--- config.mk ---
export PLATFORM = sky130hd
export DESIGN_NAME = load_store_unit
export DESIGN_NICKNAME = d
export VERILOG_FILES = /design/src/rtl/load_store_unit.sv
export SDC_FILE = /design/constraint.sdc
export NUM_CORES = 1
export LEC_CHECK = 0
export ABC_AREA = 0
export CAP_MARGIN = 20
export CELL_PAD_IN_SITES_DETAIL_PLACEMENT = 1
export CELL_PAD_IN_SITES_GLOBAL_PLACEMENT = 2
export CORE_MARGIN = 1.5
export CORE_UTILIZATION = 25
export DETAILED_ROUTE_END_ITERATION = 10
export PLACE_DENSITY = 0.88
export SKIP_LAST_GASP = 1
export SLEW_MARGIN = 0
export SYNTH_ARGS = -nofsm -noshare
export SYNTH_HDL_FRONTEND = slang
export SYNTH_SLANG_ARGS = --single-unit
--- constraint.sdc ---
create_clock -name clk -period 5.1 [get_ports clk]
set_clock_uncertainty 0.2 [all_clocks]
set_input_delay 0.51 -clock clk [delete_from_list [all_inputs] [get_ports clk]]
set_output_delay 0.51 -clock clk [all_outputs]
set_load 0.01 [all_outputs]
--- src/rtl/load_store_unit.sv ---
// load_store_unit: memory stage issuing one data-bus transaction per LOAD/STORE instruction.
// Ports: clk, reset (async, active-high); core side start/instruction/addr/store_data in,
// busy/done/fault/load_data out; bus side mem_req/mem_we/mem_addr/mem_wstrb/mem_wdata out,
// mem_rdata/mem_ack in.
// Define LSU_MISALIGN_TRAP_EN to fault misaligned half/word accesses instead of issuing them.
module load_store_unit (
  input  logic        clk,
  input  logic        reset,
  input  logic        start,
  input  logic [31:0] instruction,
  input  logic [31:0] addr,
  input  logic [31:0] store_data,
  output logic        busy,
  output logic        done,
  output logic        fault,
  output logic [31:0] load_data,
  output logic        mem_req,
  output logic        mem_we,
  output logic [31:0] mem_addr,
  output logic [3:0]  mem_wstrb,
  output logic [31:0] mem_wdata,
  input  logic [31:0] mem_rdata,
  input  logic        mem_ack
);
  localparam logic [1:0] IDLE = 2'd0, REQ = 2'd1, DONE = 2'd2;
  localparam logic [6:0] OP_LOAD = 7'b0000011, OP_STORE = 7'b0100011;
  logic [1:0]  state_q, state_d, lane_q, lane_d, size;
  logic [2:0]  funct3_q, funct3_d, f3;
  logic        fault_q, fault_d, mem_we_q, mem_we_d;
  logic [31:0] mem_addr_q, mem_addr_d, mem_wdata_q, mem_wdata_d, load_data_q, load_data_d;
  logic [31:0] ld_ext, st_data;
  logic [3:0]  mem_wstrb_q, mem_wstrb_d, st_strb;
  logic [7:0]  rd_byte;
  logic [15:0] rd_half;
  logic        is_ld, is_st, accept, misaligned, unused;
  assign unused = ^{instruction[31:15], instruction[11:7]};
  assign f3 = instruction[14:12];
  assign is_ld = instruction[6:0] == OP_LOAD;
  assign is_st = instruction[6:0] == OP_STORE;
  assign accept = (state_q == IDLE) && start && (is_ld || is_st);
  // size: 0 byte, 1 half, 2 word; store funct3 100 is a word store, load funct3 100 is LBU
  assign size = is_st ? (f3 == 3'b000 ? 2'd0 : f3 == 3'b001 ? 2'd1 : 2'd2)
                      : (f3[1:0] == 2'b00 ? 2'd0 : f3[1:0] == 2'b01 ? 2'd1 : 2'd2);
`ifdef LSU_MISALIGN_TRAP_EN
  assign misaligned = (size == 2'd1 && addr[0]) || (size == 2'd2 && addr[1:0] != 2'b00);
`else
  assign misaligned = 1'b0;
`endif
  assign st_strb = size == 2'd0 ? 4'b0001 << addr[1:0] : size == 2'd1 ? (addr[1] ? 4'b1100 : 4'b0011) : 4'b1111;
  assign st_data = size == 2'd0 ? {4{store_data[7:0]}} : size == 2'd1 ? {2{store_data[15:0]}} : store_data;
  assign rd_byte = mem_rdata[{lane_q, 3'b000} +: 8];
  assign rd_half = lane_q[1] ? mem_rdata[31:16] : mem_rdata[15:0];
  // funct3[2] selects zero-extension for LBU/LHU
  assign ld_ext = funct3_q[1:0] == 2'b00 ? {{24{~funct3_q[2] & rd_byte[7]}}, rd_byte}
                : funct3_q[1:0] == 2'b01 ? {{16{~funct3_q[2] & rd_half[15]}}, rd_half}
                : mem_rdata;
  always_comb begin
    state_d = state_q;
    funct3_d = funct3_q;
    lane_d = lane_q;
    fault_d = fault_q;
    mem_we_d = mem_we_q;
    mem_addr_d = mem_addr_q;
    mem_wstrb_d = mem_wstrb_q;
    mem_wdata_d = mem_wdata_q;
    load_data_d = load_data_q;
    if (accept) begin
      funct3_d = f3;
      lane_d = addr[1:0];
      fault_d = misaligned;
      mem_we_d = is_st;
      mem_addr_d = {addr[31:2], 2'b00};
      mem_wstrb_d = is_st ? st_strb : 4'b0000;
      mem_wdata_d = st_data;
      load_data_d = (misaligned && is_ld) ? 32'h0 : load_data_q;
      state_d = misaligned ? DONE : REQ;
    end
    if (state_q == REQ && mem_ack) begin
      load_data_d = mem_we_q ? load_data_q : ld_ext;
      state_d = DONE;
    end
    if (state_q == DONE) state_d = IDLE;
  end
  always_ff @(posedge clk or posedge reset) begin
    if (reset) begin
      state_q <= IDLE;
      funct3_q <= 3'b000;
      lane_q <= 2'b00;
      fault_q <= 1'b0;
      mem_we_q <= 1'b0;
      mem_addr_q <= 32'h0;
      mem_wstrb_q <= 4'b0000;
      mem_wdata_q <= 32'h0;
      load_data_q <= 32'h0;
    end else begin
      state_q <= state_d;
      funct3_q <= funct3_d;
      lane_q <= lane_d;
      fault_q <= fault_d;
      mem_we_q <= mem_we_d;
      mem_addr_q <= mem_addr_d;
      mem_wstrb_q <= mem_wstrb_d;
      mem_wdata_q <= mem_wdata_d;
      load_data_q <= load_data_d;
    end
  end
  // mem_req and busy decode the state directly so reset drops them without waiting for a clock
  assign busy = state_q != IDLE;
  assign done = state_q == DONE;
  assign mem_req = state_q == REQ;
  assign fault = done && fault_q;
  assign mem_we = mem_we_q;
  assign mem_addr = mem_addr_q;
  assign mem_wstrb = mem_wstrb_q;
  assign mem_wdata = mem_wdata_q;
  assign load_data = load_data_q;
endmodule

Word level (Yosys, flattened, before mapping)
Cells that the tools add are included.
{ "word_totals": {"out_inout_bits": 105, "elab_cells": 51, "regBits": 106, "inputBits": 132} }
{ "classes": {"n_mux": 17, "n_bitwise": 4, "eq_ne": 8, "n_shift": 2, "reduce_logical": 12} }
{ "op_table": {"columns": ["op", "count"], "rows": [
  ["two-way mux 32 bit", 4],
  ["indexed part select 32 x 6 -> 8 bit", 1],
  ["two-way mux 16 bit", 1],
  ["two-way mux 2 bit", 8],
  ["two-way mux 4 bit", 4],
  ["== test 2 x 1 -> 1 bit, second input constant", 4],
  ["logical NOT 2 bit", 4],
  ["== test 7 x 2 -> 1 bit, second input constant", 1],
  ["== test 7 x 6 -> 1 bit, second input constant", 1],
  ["<< shifter 1 x 2 -> 4 bit, first input constant", 1],
  ["== test 3 x 1 -> 1 bit, second input constant", 1],
  ["logical AND 1 bit", 3],
  ["logical NOT 3 bit", 1],
  ["nonzero test 3 bit", 1],
  ["bitwise AND 1 bit", 2],
  ["== test 2 bit, second input constant", 1],
  ["NOT 1 bit", 2],
  ["AND reduction 2 bit", 1],
  ["nonzero test 2 bit", 1],
  ["logical OR 1 bit", 1]
]} }

Logic depth before layout (Yosys ltp)
{ "logic_depth": {"ltp_word": 8, "depth_mapped": 7, "depth_no_buf": 4} }

Least setup slack after synthesis
OpenSTA, ideal clock, no wires.
{ "synth_path": {"path_type": "input to register", "start": "in instruction[14]", "end": "reg mem_wdata_q[10] (netlist: mem_wdata[10])", "cell_stages": 5, "setup_ns": 0.077, "n_path_buf": 1, "required_ns": 4.823, "slack_ns": 3.302, "arrival_ns": 1.521, "path_cell_list": "clkbuf_2 and4bb_2 a211oi_4 a21oi_1 a21oi_1"} }
{ "synth_via": {"elab_chain_len": 6, "word_cells_on_any_way": 7, "classes_between": "1 x eq/ne; 4 x mux; 2 x reduce/logical"} }
{ "synth_rtl": {"columns": ["item", "line", "source"], "rows": [
  ["start, declared", "10", "input logic [31:0] instruction,"],
  ["== test 3 x 1 -> 1 bit", "42", "assign size = is_st ? (f3 == 3'b000 ? 2'd0 : f3 == 3'b001 ? 2'd1 : 2'd2)"],
  ["two-way mux 2 bit", "42", null],
  ["two-way mux 2 bit (*) (2 in a row)", "42", null],
  ["logical NOT 2 bit (*)", "50", "assign st_data = size == 2'd0 ? {4{store_data[7:0]}} : size == 2'd1 ? {2{store_data[15:0]}} : store_data;"],
  ["two-way mux 32 bit (*)", "50", null],
  ["end signal, assigned", "103", "mem_wdata_q <= mem_wdata_d;"],
  ["end, declared", "30", "logic [31:0] mem_addr_q, mem_addr_d, mem_wdata_q, mem_wdata_d, load_data_q, load_data_d;"]
]} }
Every way passes the cells marked *; elsewhere a longest branch is shown, timed or not.
A chain may end at the register's enable or synchronous reset.

Worst setup path after layout
{ "layout_path": {"start": "in instruction[2]", "end": "reg mem_wdata_q[20] (netlist: mem_wdata[20])"} }
{ "layout_via": {"elab_chain_len": 5, "word_cells_on_any_way": 9, "classes_between": "3 x eq/ne; 3 x mux; 3 x reduce/logical"} }
{ "layout_rtl": {"columns": ["item", "line", "source"], "rows": [
  ["== test 7 x 6 -> 1 bit", "39", "assign is_st = instruction[6:0] == OP_STORE;"],
  ["two-way mux 2 bit", "42", null],
  ["== test 2 x 1 -> 1 bit", "50", null],
  ["two-way mux 32 bit (2 in a row)", "50", null]
]} }
Several ways; a longest one is shown, not always the timed one.

==> metrics.yaml <==
synthesis:
  postSynthAreaPerCell_um2: 9.191
  yosysSeqAreaShare_pct: 53.64
  postSynthCellCount: 538
  share_of_flip_flops_with_an_asynchronous_set_or_reset_pct: 100.0
  yosys.cell_count.top_type: "sky130_fd_sc_hd__nand2_1"
  synth_top_cells_by_count: "169 x sky130_fd_sc_hd__nand2_1, 106 x sky130_fd_sc_hd__dfrtp_1, 71 x sky130_fd_sc_hd__a21oi_1, 61 x sky130_fd_sc_hd__nor2_1, 15 x sky130_fd_sc_hd__a22o_1"
  syn-cell-area_mm2: 0.004945
  ys_warn_count: 0
  netlist.top_cell.by_area: "sky130_fd_sc_hd__dfrtp_1"
  netlist.area_leader.share_pct: 53.64
  yosysUniqueCellTypes: 37
  synth_enable_flop_cells: 0
  postSynthRegisterBits: 106
  synth_area_leaders: "sky130_fd_sc_hd__dfrtp_1 54%, sky130_fd_sc_hd__nand2_1 13%, sky130_fd_sc_hd__a21oi_1 7.2%"
  synth_flop_cell: "sky130_fd_sc_hd__dfrtp_1"
clock_tree:
  clk_path_buf_depth: 2
  cts-root-buf: "sky130_fd_sc_hd__clkbuf_16"
  cts_max_level: 3
  clock_buffers_created_by_tritoncts: 9
  cts_tree: "done"
  clk_pin_slew_worst_paths_ns: 0.07
  post_cts_hold_buffers: 0
  cts_setup_buffers: 0
  clk_latency_ns: 0.34
  clock_sink_count: 106
  resized_gates_after_cts: 0
power:
  sw_frac_of_total_pct: 31.62
  static-leakage-power_nw: 3.337
  p_comb_share_pct: 36.7
  worst_vdd_drop_mv: 0.1593
  clock_power_share_pct: 23.0
  power_share_of_the_sequential_group_pct: 40.3
  power_per_cell_area_mw_per_mm2: 396.9
  power_switching_mw: 0.9442
  p_int_mw: 2.042
worst_setup_path:
  worst-path-max-fanout: 45
  worstSetupStartpoint: "instruction[2]"
  cp.arrival_ns: 2.90
  worst_ep_required_time_ns: 5.16
  r2r-start: "state_q[0]$_DFFE_PP0P_"
  critical_path.startpoint_type: "input pin"
  worstSetupEndpointType: "register"
  crit_type: "in2reg"
grt:
  antenna_found_initial: 1
  grt_pass1_vias: 4796
  grt_remaining_overflow: 0
  aggregate_global_route_resource_usage_pct: 17.82
  first_pass_grt_wire_length_um: 27600
  maximum_number_of_pins_on_one_net_before_global_route_repair: 62
cells_and_area:
  nets: 863
  area_growth_pct: 52.15
  final_design_area_no_fill_mm2: 0.007523
  drive_gt1_share_pct: 5.041
sta:
  worst_slew_margin_rel_pct: 36.93
  fin_worst_hold_slack_ns: 0.2775
  max_slew.worst_pin.slew_ns: 0.9443
  max_freq_ghz: 0.3520
  setup-tns-final_ns: 0
  final_hold_viol_count: 0
  finalCritPeriodShare_pct: 55.70
  grt_setup_unrepaired: "no"
  slew_viol_final: 0
  report.final.setup_viol: 0
  timing.final.crit_period_ns: 2.841
place:
  gpl.final_weighted_congestion: 0.7909
  postPlaceCellArea_mm2: 0.007237
  place.port_buffers: 211
  final_hpwl_dp_um: 13280
worst_hold_path:
  min-delay-start: "mem_addr[12]$_DFFE_PP0P_"
  hold_path.class: "reg2reg"
run:
  timing.max_cap.violations: 0
floorplanning:
  design.portCount: 237
  die_height_um: 143.6
  coreArea_mm2: 0.01940
  floorplan.initialDensity_pct: 25.49
  row_count: 51
  die-width_um: 143.6
  floorplan.die_area_mm2: 0.02063
drt:
  drt-total-wl_um: 18180
  detail_route.wl_per_cell_um: 18.17
  drt_iter0_drc: 213
  detailroute.via_count: 4696
  drc: 0
  post_detailed_route_count_of_antenna_violating_nets: 0
  viasPerCell: 4.691
  firstDrtPassIters: 4
outcome:
  status: "finished clean"
-- layer usage --
layer  track usage, %  wire length (um)  part of all wire, %
met1            21.47              7367                   41
met2            29.00              8517                   47
met3            8.331              2150                   12
met4            3.867               148                 0.81
met5                0                 0                    0
-- path summary, 6_finish.rpt --
| check | end | slack [ns] | cells past startpoint |
|---|---|---|---|
| max reg2reg | mem_wdata[20]$_DFFE_PP0P_ | 2.45 | 5 |
| max in group asynchronous | mem_addr[16]$_DFFE_PP0P_ | 3.45 | 3 |
| min | mem_addr[12]$_DFFE_PP0P_ | 0.28 | 2 |
| max | mem_wdata[20]$_DFFE_PP0P_ | 2.26 | 6 |
| min in group asynchronous | load_data[0]$_DFFE_PP0P_ | 0.32 | 2 |
| min reg2reg | mem_addr[12]$_DFFE_PP0P_ | 0.28 | 2 |
-- critical path, cell delays in order --
cell and delay (ns):
sky130_fd_sc_hd__clkdlybuf4s50_1 0.40, sky130_fd_sc_hd__and4bb_2 0.41, sky130_fd_sc_hd__and4_2 0.88, sky130_fd_sc_hd__buf_4 0.48, sky130_fd_sc_hd__nor2_1 0.08, sky130_fd_sc_hd__a21oi_1 0.13
-- stage by stage --
step / total power, mW / utilization [%] / std cells / worst slack [ns]
CTS: 3.025 / 38.72 / 998 / 2.226
floorplan: 1.655 / - / 540 / 1.601
finish: 2.986 / 38.78 / 1001 / 2.259
detailed placement: 2.329 / 37.31 / 984 / 1.875
global placement: 2.303 / 37.31 / 984 / 1.901
global route: 3.168 / 38.77 / 1000 / 2.087
-- state kept, by name, indices dropped and copies added, names as in the netlist --
name,count
load_data,32
mem_wdata,32
mem_addr,30
mem_wstrb,4
funct3_q,3
lane_q,2
state_q,2
mem_we,1
-- layout make-up --
type                       instances  area (um2)
antenna                            2       5.005
sequential                       106        2653
timing repair buffer             217        2157
tap                              265       331.6
clock inverter                     4       45.04
multi-input combinational        392        2082
inverter                           5       21.27
clock buffer                      10       229.0
fill                            2269       11880
-- cells in the final DEF, fill, tap and decap left out, types with 2 or more instances in the layout --
| master | count |
|---|---|
| sky130_fd_sc_hd__diode_2 | 2 |
| sky130_fd_sc_hd__a22o_1 | 15 |
| sky130_fd_sc_hd__and4bb_2 | 2 |
| sky130_fd_sc_hd__and3_1 | 7 |
| sky130_fd_sc_hd__inv_1 | 4 |
| sky130_fd_sc_hd__nor2_1 | 60 |
| sky130_fd_sc_hd__nand2_1 | 169 |
| sky130_fd_sc_hd__dfrtp_1 | 106 |
| sky130_fd_sc_hd__o21ai_0 | 2 |
| sky130_fd_sc_hd__a21oi_2 | 3 |
| sky130_fd_sc_hd__conb_1 | 3 |
| sky130_fd_sc_hd__clkdlybuf4s50_1 | 211 |
| sky130_fd_sc_hd__a21oi_1 | 71 |
| sky130_fd_sc_hd__nor2b_1 | 3 |
| sky130_fd_sc_hd__mux4_2 | 7 |
| sky130_fd_sc_hd__o31ai_1 | 5 |
| sky130_fd_sc_hd__mux2i_1 | 13 |
| sky130_fd_sc_hd__clkbuf_16 | 9 |
| sky130_fd_sc_hd__o21a_1 | 2 |
| sky130_fd_sc_hd__clkinv_2 | 3 |
| sky130_fd_sc_hd__a221oi_1 | 7 |
| sky130_fd_sc_hd__a22oi_1 | 7 |
| sky130_fd_sc_hd__nor3_1 | 2 |
| sky130_fd_sc_hd__buf_4 | 6 |
-- cells by family (layout without fill, tap and decap cells) --
family,count (synthesis),after routing,share of synthesized area [%]
other,1,5,0.07584
and+or+nand+nor,251,251,20.60
muxes,21,21,6.047
DFF,106,106,53.64
buffers and inverters,42,236,4.656
AOI/OAI and AO/OA,117,117,14.98
-- power groups by stage --
stage                     clock network [mW]  logic, mW  registers, mW
final                                  0.685       1.10           1.20
after global routing                   0.735       1.20           1.23
after CTS                              0.705       1.11           1.21
after detailed placement                   0       1.11           1.22
after global placement                     0       1.09           1.22
after floorplan                            0      0.368           1.29
Power figures use the tool's default switching activity.
